`src/rtl/regfile_write_arbiter_if.sv`:
```
// Write-port bundle between WB, the MDU, the hazard unit and the register file.
//
// Handshake: the MDU result channel uses valid/ready. A result transfers on a
// rising clk edge where mdu_valid && mdu_ready are both high. The producer holds
// mdu_reg/mdu_data stable while mdu_valid is high and ready is low. mdu_ready
// never depends on mdu_valid. The WB channel has no ready: wb_we is always
// accepted.
interface regfile_write_arbiter_if;
  logic        wb_we;
  logic [4:0]  wb_reg;
  logic [31:0] wb_data;
  logic        mdu_valid;
  logic        mdu_ready;
  logic [4:0]  mdu_reg;
  logic [31:0] mdu_data;
  logic        rf_we;
  logic [4:0]  rf_waddr;
  logic [31:0] rf_wdata;
  logic [4:0]  q_rs;
  logic [4:0]  q_rt;
  logic        rs_pending;
  logic        rt_pending;
  logic        stall_req;

  // Pipeline side: drives requests and queries, observes the port.
  modport master (
    output wb_we, wb_reg, wb_data, mdu_valid, mdu_reg, mdu_data, q_rs, q_rt,
    input  mdu_ready, rf_we, rf_waddr, rf_wdata, rs_pending, rt_pending, stall_req
  );

  // Arbiter side.
  modport slave (
    input  wb_we, wb_reg, wb_data, mdu_valid, mdu_reg, mdu_data, q_rs, q_rt,
    output mdu_ready, rf_we, rf_waddr, rf_wdata, rs_pending, rt_pending, stall_req
  );
endinterface

```
`src/rtl/regfile_write_arbiter.sv`:
```
// Shares the register file write port between in-order WB writes and queued
// MDU results. WB always wins. MDU results drain on idle WB cycles. A queued
// result that a granted WB write to the same register overtakes is killed, and
// it is later popped without a write.
module regfile_write_arbiter #(
  parameter int DEPTH        = 2,
  parameter int STARVE_LIMIT = 8
) (
  input logic                  clk,
  input logic                  rst,
  regfile_write_arbiter_if.slave bus
);

  localparam int PW = $clog2(DEPTH);
  localparam int CW = PW + 1;
  localparam int SW = $clog2(STARVE_LIMIT + 1);

  logic [4:0]       q_reg  [DEPTH];
  logic [31:0]      q_data [DEPTH];
  logic [DEPTH-1:0] q_kill;
  logic [DEPTH-1:0] occupied;
  logic [PW-1:0]    rd_ptr;
  logic [PW-1:0]    wr_ptr;
  logic [CW-1:0]    count;
  logic [SW-1:0]    starve;

  logic full;
  logic empty;
  logic wb_use;
  logic head_kill;
  logic pop;
  logic drain;
  logic push;
  logic rs_hit;
  logic rt_hit;

  // A WB write to r0 is treated as an idle cycle, so the queue may drain under it.
  assign full      = (count == CW'(DEPTH));
  assign empty     = (count == '0);
  assign wb_use    = bus.wb_we && (bus.wb_reg != 5'd0);
  assign head_kill = q_kill[rd_ptr];
  assign pop       = !wb_use && !empty;
  assign drain     = pop && !head_kill;
  assign push      = bus.mdu_valid && !full && (bus.mdu_reg != 5'd0);

  // Mark each slot that lies between rd_ptr and rd_ptr+count (modulo DEPTH).
  always_comb begin
    logic [PW-1:0] off;
    occupied = '0;
    off      = '0;
    for (int i = 0; i < DEPTH; i++) begin
      off         = PW'(i) - rd_ptr;
      occupied[i] = ({1'b0, off} < count);
    end
  end

  // Report a hazard when a live (occupied, not killed) entry matches a query register.
  always_comb begin
    rs_hit = 1'b0;
    rt_hit = 1'b0;
    for (int i = 0; i < DEPTH; i++) begin
      if (occupied[i] && !q_kill[i] && (q_reg[i] == bus.q_rs)) rs_hit = 1'b1;
      if (occupied[i] && !q_kill[i] && (q_reg[i] == bus.q_rt)) rt_hit = 1'b1;
    end
  end

  assign bus.rs_pending = rs_hit && (bus.q_rs != 5'd0);
  assign bus.rt_pending = rt_hit && (bus.q_rt != 5'd0);
  assign bus.mdu_ready  = !full;
  assign bus.stall_req  = (starve >= SW'(STARVE_LIMIT));
  // Gate rf_we with rst so that a WB request seen during reset cannot write.
  assign bus.rf_we      = !rst && (wb_use || drain);
  assign bus.rf_waddr   = wb_use ? bus.wb_reg  : q_reg[rd_ptr];
  assign bus.rf_wdata   = wb_use ? bus.wb_data : q_data[rd_ptr];

  // Store the payload of an accepted result. This storage needs no reset because occupancy is tracked separately.
  always_ff @(posedge clk) begin
    if (push) begin
      q_reg[wr_ptr]  <= bus.mdu_reg;
      q_data[wr_ptr] <= bus.mdu_data;
    end
  end

  // Update the queue pointers and occupancy. Set WAW kill bits for entries that a granted WB write overtakes.
  always_ff @(posedge clk or posedge rst) begin
    if (rst) begin
      rd_ptr <= '0;
      wr_ptr <= '0;
      count  <= '0;
      q_kill <= '0;
    end else begin
      for (int i = 0; i < DEPTH; i++) begin
        if (wb_use && (q_reg[i] == bus.wb_reg)) q_kill[i] <= 1'b1;
      end
      // An entry entering on this edge is younger than the WB write, so it stays live.
      if (push) begin
        q_kill[wr_ptr] <= 1'b0;
        wr_ptr         <= wr_ptr + 1'b1;
      end
      if (pop) rd_ptr <= rd_ptr + 1'b1;
      case ({push, pop})
        2'b10:   count <= count + 1'b1;
        2'b01:   count <= count - 1'b1;
        default: count <= count;
      endcase
    end
  end

  // Count the cycles a live head waits behind WB. The counter saturates at the limit.
  always_ff @(posedge clk or posedge rst) begin
    if (rst) begin
      starve <= '0;
    end else if (empty || pop) begin
      starve <= '0;
    end else if (!head_kill && (starve != SW'(STARVE_LIMIT))) begin
      starve <= starve + 1'b1;
    end
  end

endmodule

```
`src/flat_wrapper.sv`:
```
// flat-port wrapper written by rule: the top's interface ports become plain ports
module regfile_write_arbiter_flat 
#(
  parameter int DEPTH        = 2,
  parameter int STARVE_LIMIT = 8
)
  (clk, rst, bus_wb_we, bus_wb_reg, bus_wb_data, bus_mdu_valid, bus_mdu_reg, bus_mdu_data, bus_q_rs, bus_q_rt, bus_mdu_ready, bus_rf_we, bus_rf_waddr, bus_rf_wdata, bus_rs_pending, bus_rt_pending, bus_stall_req);
  regfile_write_arbiter_if bus_i ();
  input logic clk;
  input logic rst;
  input wire logic [$bits(bus_i.wb_we)-1:0] bus_wb_we;
  input wire logic [$bits(bus_i.wb_reg)-1:0] bus_wb_reg;
  input wire logic [$bits(bus_i.wb_data)-1:0] bus_wb_data;
  input wire logic [$bits(bus_i.mdu_valid)-1:0] bus_mdu_valid;
  input wire logic [$bits(bus_i.mdu_reg)-1:0] bus_mdu_reg;
  input wire logic [$bits(bus_i.mdu_data)-1:0] bus_mdu_data;
  input wire logic [$bits(bus_i.q_rs)-1:0] bus_q_rs;
  input wire logic [$bits(bus_i.q_rt)-1:0] bus_q_rt;
  output wire logic [$bits(bus_i.mdu_ready)-1:0] bus_mdu_ready;
  output wire logic [$bits(bus_i.rf_we)-1:0] bus_rf_we;
  output wire logic [$bits(bus_i.rf_waddr)-1:0] bus_rf_waddr;
  output wire logic [$bits(bus_i.rf_wdata)-1:0] bus_rf_wdata;
  output wire logic [$bits(bus_i.rs_pending)-1:0] bus_rs_pending;
  output wire logic [$bits(bus_i.rt_pending)-1:0] bus_rt_pending;
  output wire logic [$bits(bus_i.stall_req)-1:0] bus_stall_req;
  assign bus_i.wb_we = bus_wb_we;
  assign bus_i.wb_reg = bus_wb_reg;
  assign bus_i.wb_data = bus_wb_data;
  assign bus_i.mdu_valid = bus_mdu_valid;
  assign bus_i.mdu_reg = bus_mdu_reg;
  assign bus_i.mdu_data = bus_mdu_data;
  assign bus_i.q_rs = bus_q_rs;
  assign bus_i.q_rt = bus_q_rt;
  assign bus_mdu_ready = bus_i.mdu_ready;
  assign bus_rf_we = bus_i.rf_we;
  assign bus_rf_waddr = bus_i.rf_waddr;
  assign bus_rf_wdata = bus_i.rf_wdata;
  assign bus_rs_pending = bus_i.rs_pending;
  assign bus_rt_pending = bus_i.rt_pending;
  assign bus_stall_req = bus_i.stall_req;
  regfile_write_arbiter #(.DEPTH(DEPTH), .STARVE_LIMIT(STARVE_LIMIT)) u_core (.clk(clk), .rst(rst), .bus(bus_i));
endmodule
```
`config.mk`:
```
export PLATFORM = sky130hd
export DESIGN_NAME = regfile_write_arbiter_flat
export DESIGN_NICKNAME = d
export VERILOG_FILES = /design/src/rtl/regfile_write_arbiter_if.sv /design/src/rtl/regfile_write_arbiter.sv /design/src/flat_wrapper.sv
export SDC_FILE = /design/constraint.sdc
export NUM_CORES = 1
export LEC_CHECK = 0
export CORE_MARGIN = 2
export CORE_UTILIZATION = 57
export CTS_CLUSTER_DIAMETER = 150
export DETAILED_ROUTE_END_ITERATION = 8
export DONT_BUFFER_PORTS = 1
export PLACE_DENSITY = 0.75
export RECOVER_POWER = 50
export SYNTH_ARGS = -nofsm -noshare
export SYNTH_HDL_FRONTEND = slang
export SYNTH_SLANG_ARGS = --single-unit
export TNS_END_PERCENT = 5
```
`constraint.sdc`:
```
create_clock -name clk -period 3.2 [get_ports clk]
set_clock_uncertainty 0.2 [all_clocks]
set_input_delay 0.32 -clock clk [delete_from_list [all_inputs] [get_ports clk]]
set_output_delay 0.32 -clock clk [all_outputs]
set_load 0.01 [all_outputs]
```
== Yosys cells after proc, flatten, opt, wreduce, memory -nomap -nowiden ==
Memories as Yosys holds them, arrays and structs flattened.
Cells that the tools add are included.

* Input bits: 88
* Logic and storage cells: 84
* Memory bits (writable): 74
* Flip-flop bits (word level): 10
* Memories: 2

* Bitwise gates (word level): 2
* Mux-type cells: 18
* Magnitude comparators: 6
* Reductions and logical operators: 34
* Eq/ne operators: 10
* $add $sub $neg: 7

{| class="wikitable"
|+ Memory list
! name !! words !! bits a word !! read ports !! clocked after Yosys merged registers in !! write ports !! line !! source
|-
| u_core.q_data || 2 || 32 || 1 || 0 || 1 || regfile_write_arbiter.sv:19 || <nowiki>logic [31:0] q_data [DEPTH];</nowiki>
|-
| u_core.q_reg || 2 || 5 || 3 || 0 || 1 || regfile_write_arbiter.sv:18 || <nowiki>logic [4:0] q_reg [DEPTH];</nowiki>
|}

{| class="wikitable"
|+ Operators with widths
! cell !! number
|-
| 32-bit 2-to-1 mux || 1
|-
| 5-bit equality test || 6
|-
| 5-bit nonzero test || 4
|-
| 1-bit logical AND || 18
|-
| 1-bit 2-to-1 mux || 11
|-
| 4-bit 2-to-1 mux || 2
|-
| 1-bit logical NOT || 7
|-
| 5-bit 2-to-1 mux || 1
|-
| 4-bit by 1-bit adder with 4-bit output (second input constant) || 1
|-
| 2-bit equality test (second input constant) || 2
|-
| 4-bit greater-or-equal comparator (second input constant) || 1
|-
| 1-bit by 2-bit < comparator with 1-bit output || 2
|-
| 1-bit by 2-bit < comparator with 1-bit output (second input constant) || 2
|-
| 4-bit != test (second input constant) || 1
|-
| 2-bit one-hot mux with 2 select lines || 1
|-
| 2-bit nonzero test || 2
|-
| 1-bit adder (second input constant) || 2
|-
| 2-bit by 1-bit adder with 2-bit output (second input constant) || 1
|-
| 2-bit AND || 1
|-
| 2-bit by 1-bit equality test with 1-bit output (second input constant) || 1
|-
| 2-bit logical NOT || 1
|-
| 1-bit logical OR || 2
|-
| 2-bit 2-to-1 mux || 1
|-
| 2-bit NOT || 1
|-
| other kinds (4) || 5
|}

== Longest topological paths before layout ==
Gate-level depths: netlist (run 1).

* Depth in word-level cells: 7
* Gate-level depth with buffers: 7

== Worst setup path before layout (run 1) ==
Ideal clock, no wire load.

* Path kind: flip-flop to flip-flop
* Start point: register u_core.count[0]
* End point: memory u_core.q_data[0][0] (enable)
* Cell stages (with the launch flop): 5
* Setup time: 0.431 ns
* Required time: 2.569 ns
* Buffers on the path: 1
* Setup slack: 0.008 ns
* Arrival time: 2.561 ns
* Cells stage by stage: dfrtp_1 -> clkbuf_1 -> nand2b_1 -> o211ai_1 -> nor2_1

* Longest elaborated chain between the ends: 6

{| class="wikitable"
|+ Ends and longest elaborated chain
! item !! line !! source
|-
| start: declaration || regfile_write_arbiter.sv:24 || <nowiki>logic [CW-1:0] count;</nowiki>
|-
| start signal: assignment || regfile_write_arbiter.sv:102 || <nowiki>2'b10: count <= count + 1'b1;</nowiki>
|-
| start signal: assignment || regfile_write_arbiter.sv:103 || <nowiki>2'b01: count <= count - 1'b1;</nowiki>
|-
| start signal: assignment || regfile_write_arbiter.sv:104 || <nowiki>default: count <= count;</nowiki>
|-
| 2-bit equality test || regfile_write_arbiter.sv:38 || <nowiki>assign full = (count == CW'(DEPTH));</nowiki>
|-
| 1-bit logical NOT || n/a ||
|-
| named net bus_mdu_ready || flat_wrapper.sv:19 || <nowiki>output wire logic [$bits(bus_i.mdu_ready)-1:0] bus_mdu_ready;</nowiki>
|-
| 1-bit logical AND (2 in a row) || regfile_write_arbiter.sv:44 || <nowiki>assign push = bus.mdu_valid && !full && (bus.mdu_reg != 5'd0);</nowiki>
|-
| 1-bit 2-to-1 mux || regfile_write_arbiter.sv:78 || <nowiki>if (push) begin</nowiki>
|-
| 1-bit 2-to-1 mux (implied by the code) || regfile_write_arbiter.sv:80 || <nowiki>q_data[wr_ptr] <= bus.mdu_data;</nowiki>
|-
| end: declaration || regfile_write_arbiter.sv:19 ||
|}

The timed path passes the listed nets, and every way through them passes these cells.

== Worst setup path in the final report (run 1) ==
* Start point: input bus_wb_reg[4]
* End point: output bus_rf_wdata[15]

* Longest elaborated chain between the ends: 3

{| class="wikitable"
|+ Ends and longest elaborated chain
! item !! line !! source
|-
| start: declaration || flat_wrapper.sv:12 || <nowiki>input wire logic [$bits(bus_i.wb_reg)-1:0] bus_wb_reg;</nowiki>
|-
| 5-bit nonzero test || regfile_write_arbiter.sv:40 || <nowiki>assign wb_use = bus.wb_we && (bus.wb_reg != 5'd0);</nowiki>
|-
| 1-bit logical AND || regfile_write_arbiter.sv:40 ||
|-
| 32-bit 2-to-1 mux || regfile_write_arbiter.sv:74 || <nowiki>assign bus.rf_wdata = wb_use ? bus.wb_data : q_data[rd_ptr];</nowiki>
|-
| end: declaration || flat_wrapper.sv:22 || <nowiki>output wire logic [$bits(bus_i.rf_wdata)-1:0] bus_rf_wdata;</nowiki>
|}

No other way between the ends.

==> results of run 1 <==
cell families (layout without fill, tap and decap cells):
logic type / count (synthesis) / count (layout) / synth area share
buffers and inverters: 20 / 65 / 0.0237
AOI/OAI and AO/OA: 47 / 47 / 0.0638
and+or+nand+nor: 71 / 71 / 0.0834
muxes: 39 / 39 / 0.100
DFF: 84 / 84 / 0.634
xor gates and xnor gates: 38 / 38 / 0.0853
adders and majority gates: 3 / 3 / 0.00963
through the flow:
stage	hold slack [ns]	instances	worst slack, ns	area, sq um	total power, mW
6_report	0.140	427	0.411	4630	3.56
3_5_place_dp	0.00653	373	0.773	4010	2.65
2_1_floorplan	-0.0398	302	0.00776	3900	2.42
3_3_place_gp	-0.00284	373	0.837	4010	2.62
5_1_grt	0.143	427	0.278	4630	3.75
4_1_cts	0.115	427	0.641	4630	3.58
critical path, delay by kind of cell:
family	cells	cell delay (ns)
buf+inv	1	0.78
simple gates	2	0.71
compound gates	2	0.44
final cells by class:
cell class / instances / area share
Clock buffer: 9 / 0.0268
Clock inverter: 7 / 0.0265
Sequential cell: 84 / 0.534
Multi-Input combinational cell: 198 / 0.293
Tap cell: 80 / 0.0216
Inverter: 5 / 0.00406
Timing Repair Buffer: 44 / 0.0933
final timing paths:
kind / from / end / slack (ns) / depth (start not counted)
worst max-delay path: bus_wb_reg[4] / bus_rf_wdata[15] / 0.41 / 5
worst min-delay path: bus_wb_reg[1] / u_core.q_kill[0] / 0.14 / 4
worst max register to register: u_core.count[0] / u_core.q_reg[0][2] / 0.91 / 5
worst min register to register: u_core.q_kill[0] / u_core.q_kill[0] / 0.34 / 1
max in group asynchronous: rst / u_core.rd_ptr / 2.31 / 2
min in group asynchronous: rst / u_core.starve[2] / 0.20 / 2
layout by cell type, fill, tap and decap left out, types with 2 or more instances in the layout:
cell and instances:
dfrtp_1 9, nand3_1 3, nor2_4 2, clkbuf_8 9
xnor2_1 19, a21oi_1 42, nor4_1 2, nand2b_1 2
nor3_1 8, nand4_1 5, o22a_1 2, clkinvlp_4 2
nor2_1 42, edfxtp_1 74, bufinv_16 3, mux2i_1 39
ha_1 3, xor2_1 19, or4_1 4, inv_1 5
dlygate4sd3_1 38, buf_4 3
metal layers:
layer  vias up  GRT usage  part of all wire
met1      1164      0.245              0.40
met2        97      0.360              0.52
li1       1181          -                 -
met4         0     0.0767             0.014
met5         -          0                 0
met3        11     0.0667             0.065
repair_timing:
item | CTS | global route
buffers inserted | 0 | 0
hold buffers | 38 | 0
hold endpoints to repair | 84 | 0
power breakdown:
group          internal, mW  switching, mW  leakage, nW
clock                 0.522          0.379        0.116
combinational         0.421          0.573        0.772
sequential             1.49          0.177        0.813
total                  2.43           1.13         1.70
==> flow_summary.ini, run 1 <==
[setup_path]
path_class = in2out
crit_required_ns = 2.68
cp.arrival_ns = 2.27
crit_chain = or4_1, o21ai_4, clkbuf_2, nor2_1, a21oi_1
endpoint_kind = output pin
crit_path_start_kind = input port
crit_path_max_incr_delay_ns = 0.78
slowest_stage = clkbuf_2
crit_path_max_fanout = 55

[floorplan]
die_h_um = 86.7
fp.coreArea_sq_um = 6720
io_pins = 130
die_w_um = 86.7
dieArea_sq_um = 7520
num_rows = 30
start_util = 0.580

[timing]
tns_ns = 0
rsz0062_at_grt = false
worst_slew_pin_slew_ns = 1.00
fin_crit_ns = 2.79
fin_crit_sh = 0.871
slew_headroom = 0.333
hold_violations = 0
setup-violations-final = 0
final_max_slew_viol_count = 0
clock.fmax_ghz = 0.359

[global_routing]
antenna_found_initial = 0
grt.total_usage = 0.209
grt_max_degree = 56
grt_pass1_vias = 2489
grt_pass1_wl_um = 11700
grt_overflow = 0

[synth]
synth_fp_nets = 393
synth_cell_types = 25
ys_ff_latch = 84
synth_enable_flop_cells = 74
synth-seq-area-share = 0.634
synth_most_common_cell = edfxtp_1
synth_area_per_cell_sq_um = 12.9
synth_top_area_frac = 0.570
synth_ff_type = edfxtp_1
synth.largest_area_cell = edfxtp_1
synthCells = 302
ys_warn_count = 0
synthTopCellsByCount = edfxtp_1, nor2_1, a21oi_1
synthesis.area_sq_um = 3900
ys_top_cells_by_area = edfxtp_1, mux2i_1, dfrtp_1
synthArstFlopShare = 0.119

[power]
total_leakage_power_nw = 1.70
ir_worst_vdd_uv = 613
cellPowerDensity_nw_per_um2 = 770

[layout]
seq_area_sq_um = 2470
fillerInstances = 492
final_nets = 433
layout-drive-gt1-share = 0.0720
antenna_cells = 0
largest_reg_flops = 64
syn_to_final_growth_pct = 18.7
multi_input_area_sq_um = 1360
final_core_util = 0.689

[routing]
antenna_left = 0
via_per_inst = 5.74
dr.pass1.iters = 4
drt_iter0_drc = 140
drt-total-wl_um = 7600
wl_per_cell_um = 17.8
drc = 0
via_count = 2453

[run_status]
outcome = completed

[hold_path]
hold_path_class = in2reg

[placed_design]
place_congestion = 0.811
portBuffers = 0
dpl.hpwl_um = 5020

[clock_network]
clock_latency_ns = 0.34
clk_pin_slew_ns = 0.08
clock_path_buffers = 2
clkSinkCount = 84
cts_tree = built
ctsHtreeMaxLevel = 3
cts_resized = 0
root_buffer = clkbuf_8
cts_buffers = 9

[flow_run]
cap_violations = 0
Power figures use the tool's default switching activity.
==> run 2: changes to the inputs <==
--- a/config.mk
+++ b/config.mk
@@ -7,7 +7,7 @@
 export LEC_CHECK = 0
 export CORE_MARGIN = 2
 export CORE_UTILIZATION = 57
-export CTS_CLUSTER_DIAMETER = 150
+export CTS_CLUSTER_DIAMETER = 40
 export DETAILED_ROUTE_END_ITERATION = 8
 export DONT_BUFFER_PORTS = 1
 export PLACE_DENSITY = 0.75
==> results of run 2 <==
The final DEF is identical to that of run 1; final timing and power are the same.
==> run 3: changes to the inputs <==
--- a/config.mk
+++ b/config.mk
@@ -10,6 +10,7 @@
 export CTS_CLUSTER_DIAMETER = 40
 export DETAILED_ROUTE_END_ITERATION = 8
 export DONT_BUFFER_PORTS = 1
+export MAX_ROUTING_LAYER = met4
 export PLACE_DENSITY = 0.75
 export RECOVER_POWER = 50
 export SYNTH_ARGS = -nofsm -noshare
==> flow_summary.ini, run 3 (synthesized netlist as in run 1, its figures left out) <==
[run_status]
outcome = completed

[clock_network]
root_buffer = clkbuf_8
post_cts_buffers = 0
ctsHtreeMaxLevel = 3
hold_buffers = 38
cts_tree = built
clkSinkCount = 84
cts_resized = 0
cts_buffers = 9
clk_pin_slew_ns = 0.08
clock_path_buffers = 2
clock_latency_ns = 0.34

[setup_path]
r2r-start = u_core.count[0]
slowest_stage = clkbuf_2
reg2reg_depth = 5
reg2reg_slack_ns = 0.93
crit_chain = or4_1, o21ai_4, clkbuf_2, nor2_1, a21oi_1
crit_path_start_kind = input port
crit_path_max_fanout = 55
path_class = in2out
crit_required_ns = 2.68
endpoint_kind = output pin
cp.buffers_inverters = 1
crit_path_max_incr_delay_ns = 0.78
cp_top_family = buffers and inverters
timing.rr.end = u_core.q_reg[0][2]
cp.arrival_ns = 2.27
crit_cells = 5

[global_routing]
grt.total_usage = 0.215
grt_pass1_vias = 2491
grt_overflow = 0
grt_pass1_wl_um = 11600
antenna_found_initial = 0
grt_max_degree = 56

[hold_path]
min_path_cells = 4
min_from = bus_wb_reg[1]
min_to = u_core.q_kill[0]
hold_path_class = in2reg

[placed_design]
portBuffers = 0
place_congestion = 0.823
dpl.hpwl_um = 5020

[flow_run]
cap_violations = 0

[layout]
final_cell_mix = edfxtp_1, nor2_1, a21oi_1
antenna_cells = 0
largest_reg_flops = 64
syn_to_final_growth_pct = 18.7
final_nets = 433
layout-drive-gt1-share = 0.0720
fillerInstances = 492
layout_commonest_cell = edfxtp_1

[routing]
drc = 0
dr.pass1.iters = 4
via_count = 2433
wl_per_cell_um = 17.7
drt_iter0_drc = 118
via_per_inst = 5.70
drt-total-wl_um = 7570
antenna_left = 0

[floorplan]
fp.coreArea_sq_um = 6720
num_rows = 30
start_util = 0.580
die_w_um = 86.7
io_pins = 130
dieArea_sq_um = 7520
die_h_um = 86.7

[timing]
fin_crit_sh = 0.872
setup-violations-final = 0
fin_crit_ns = 2.79
clock.fmax_ghz = 0.358
tns_ns = 0
final_max_slew_viol_count = 0
hold_violations = 0
slew_headroom = 0.332
worst_slew_pin_slew_ns = 1.00
rsz0062_at_grt = false
whs_ns = 0.139

[power]
total_leakage_power_nw = 1.70
p_int_mw = 2.43
finalPower_mw = 3.56
combPwrFrac = 0.279
pwr-share-clk = 0.253
cellPowerDensity_nw_per_um2 = 770
switching_power_mw = 1.13
power_frac_seq = 0.468
ir_worst_vdd_uv = 614
p_sw_frac = 0.317
## run 3: cell counts in the layout (fill, tap and decap cells not counted)
No cell type changed its count.
## run 3: area by class of cell
| class | instances | area [sq um] | share of cell area |
|---|---|---|---|
| flip-flops and latches | 84 | 2470 | 0.534 |
| multi-input cells | 198 | 1360 | 0.293 |
| repair buffers | 44 | 432 | 0.0933 |
| clock buffers | 9 | 124 | 0.0268 |
| clock inverters | 7 | 123 | 0.0265 |
| well taps | 80 | 100 | 0.0216 |
| inverters | 5 | 18.8 | 0.00406 |
## run 3: layer usage
layer	global-route usage	up-vias	wire, um
met5	-	-	0
met4	0.0810	0	95
met3	0.0610	10	481
met2	0.362	101	3970
met1	0.246	1148	3020
li1	-	1174	-
## run 3: power groups by stage
stage / Combinational, mW / Clock, mW / Sequential (mW)
global route: 1.09 / 0.956 / 1.70
CTS: 1.00 / 0.913 / 1.67
finish: 0.993 / 0.902 / 1.67
global placement: 0.942 / 0 / 1.68
detailed placement: 0.955 / 0 / 1.69
floorplan: 0.814 / 0 / 1.61
## run 3: stage by stage
stage               utilization  cells  setup WS (ns)  cell area [sq um]
floorplan                     -    302        0.00776               3900
global placement          0.596    373          0.837               4010
detailed placement        0.596    373          0.773               4010
CTS                       0.690    427          0.641               4630
global route              0.689    427          0.277               4630
finish                    0.689    427          0.409               4630
## run 3: how the worst max path moves through the flow
stage | startpoint | end | slack, ns
finish | bus_wb_reg[4] | bus_rf_wdata[15] | 0.41
global route | bus_wb_reg[4] | bus_rf_wdata[2] | 0.28
CTS | u_core.rd_ptr | bus_rf_wdata[2] | 0.64
detailed placement | bus_wb_reg[4] | bus_rf_wdata[2] | 0.77
global placement | bus_wb_reg[4] | bus_rf_wdata[2] | 0.84
floorplan | u_core.count[0] | u_core.q_data[0][0] | 0.008
## run 3: worst min-delay path, delay by kind of cell
| kind | cells | cell delay (ns) |
|---|---|---|
| xor gates and xnor gates | 1 | 0.04 |
| AOI/OAI and AO/OA | 1 | 0.16 |
| and+or+nand+nor | 2 | 0.12 |
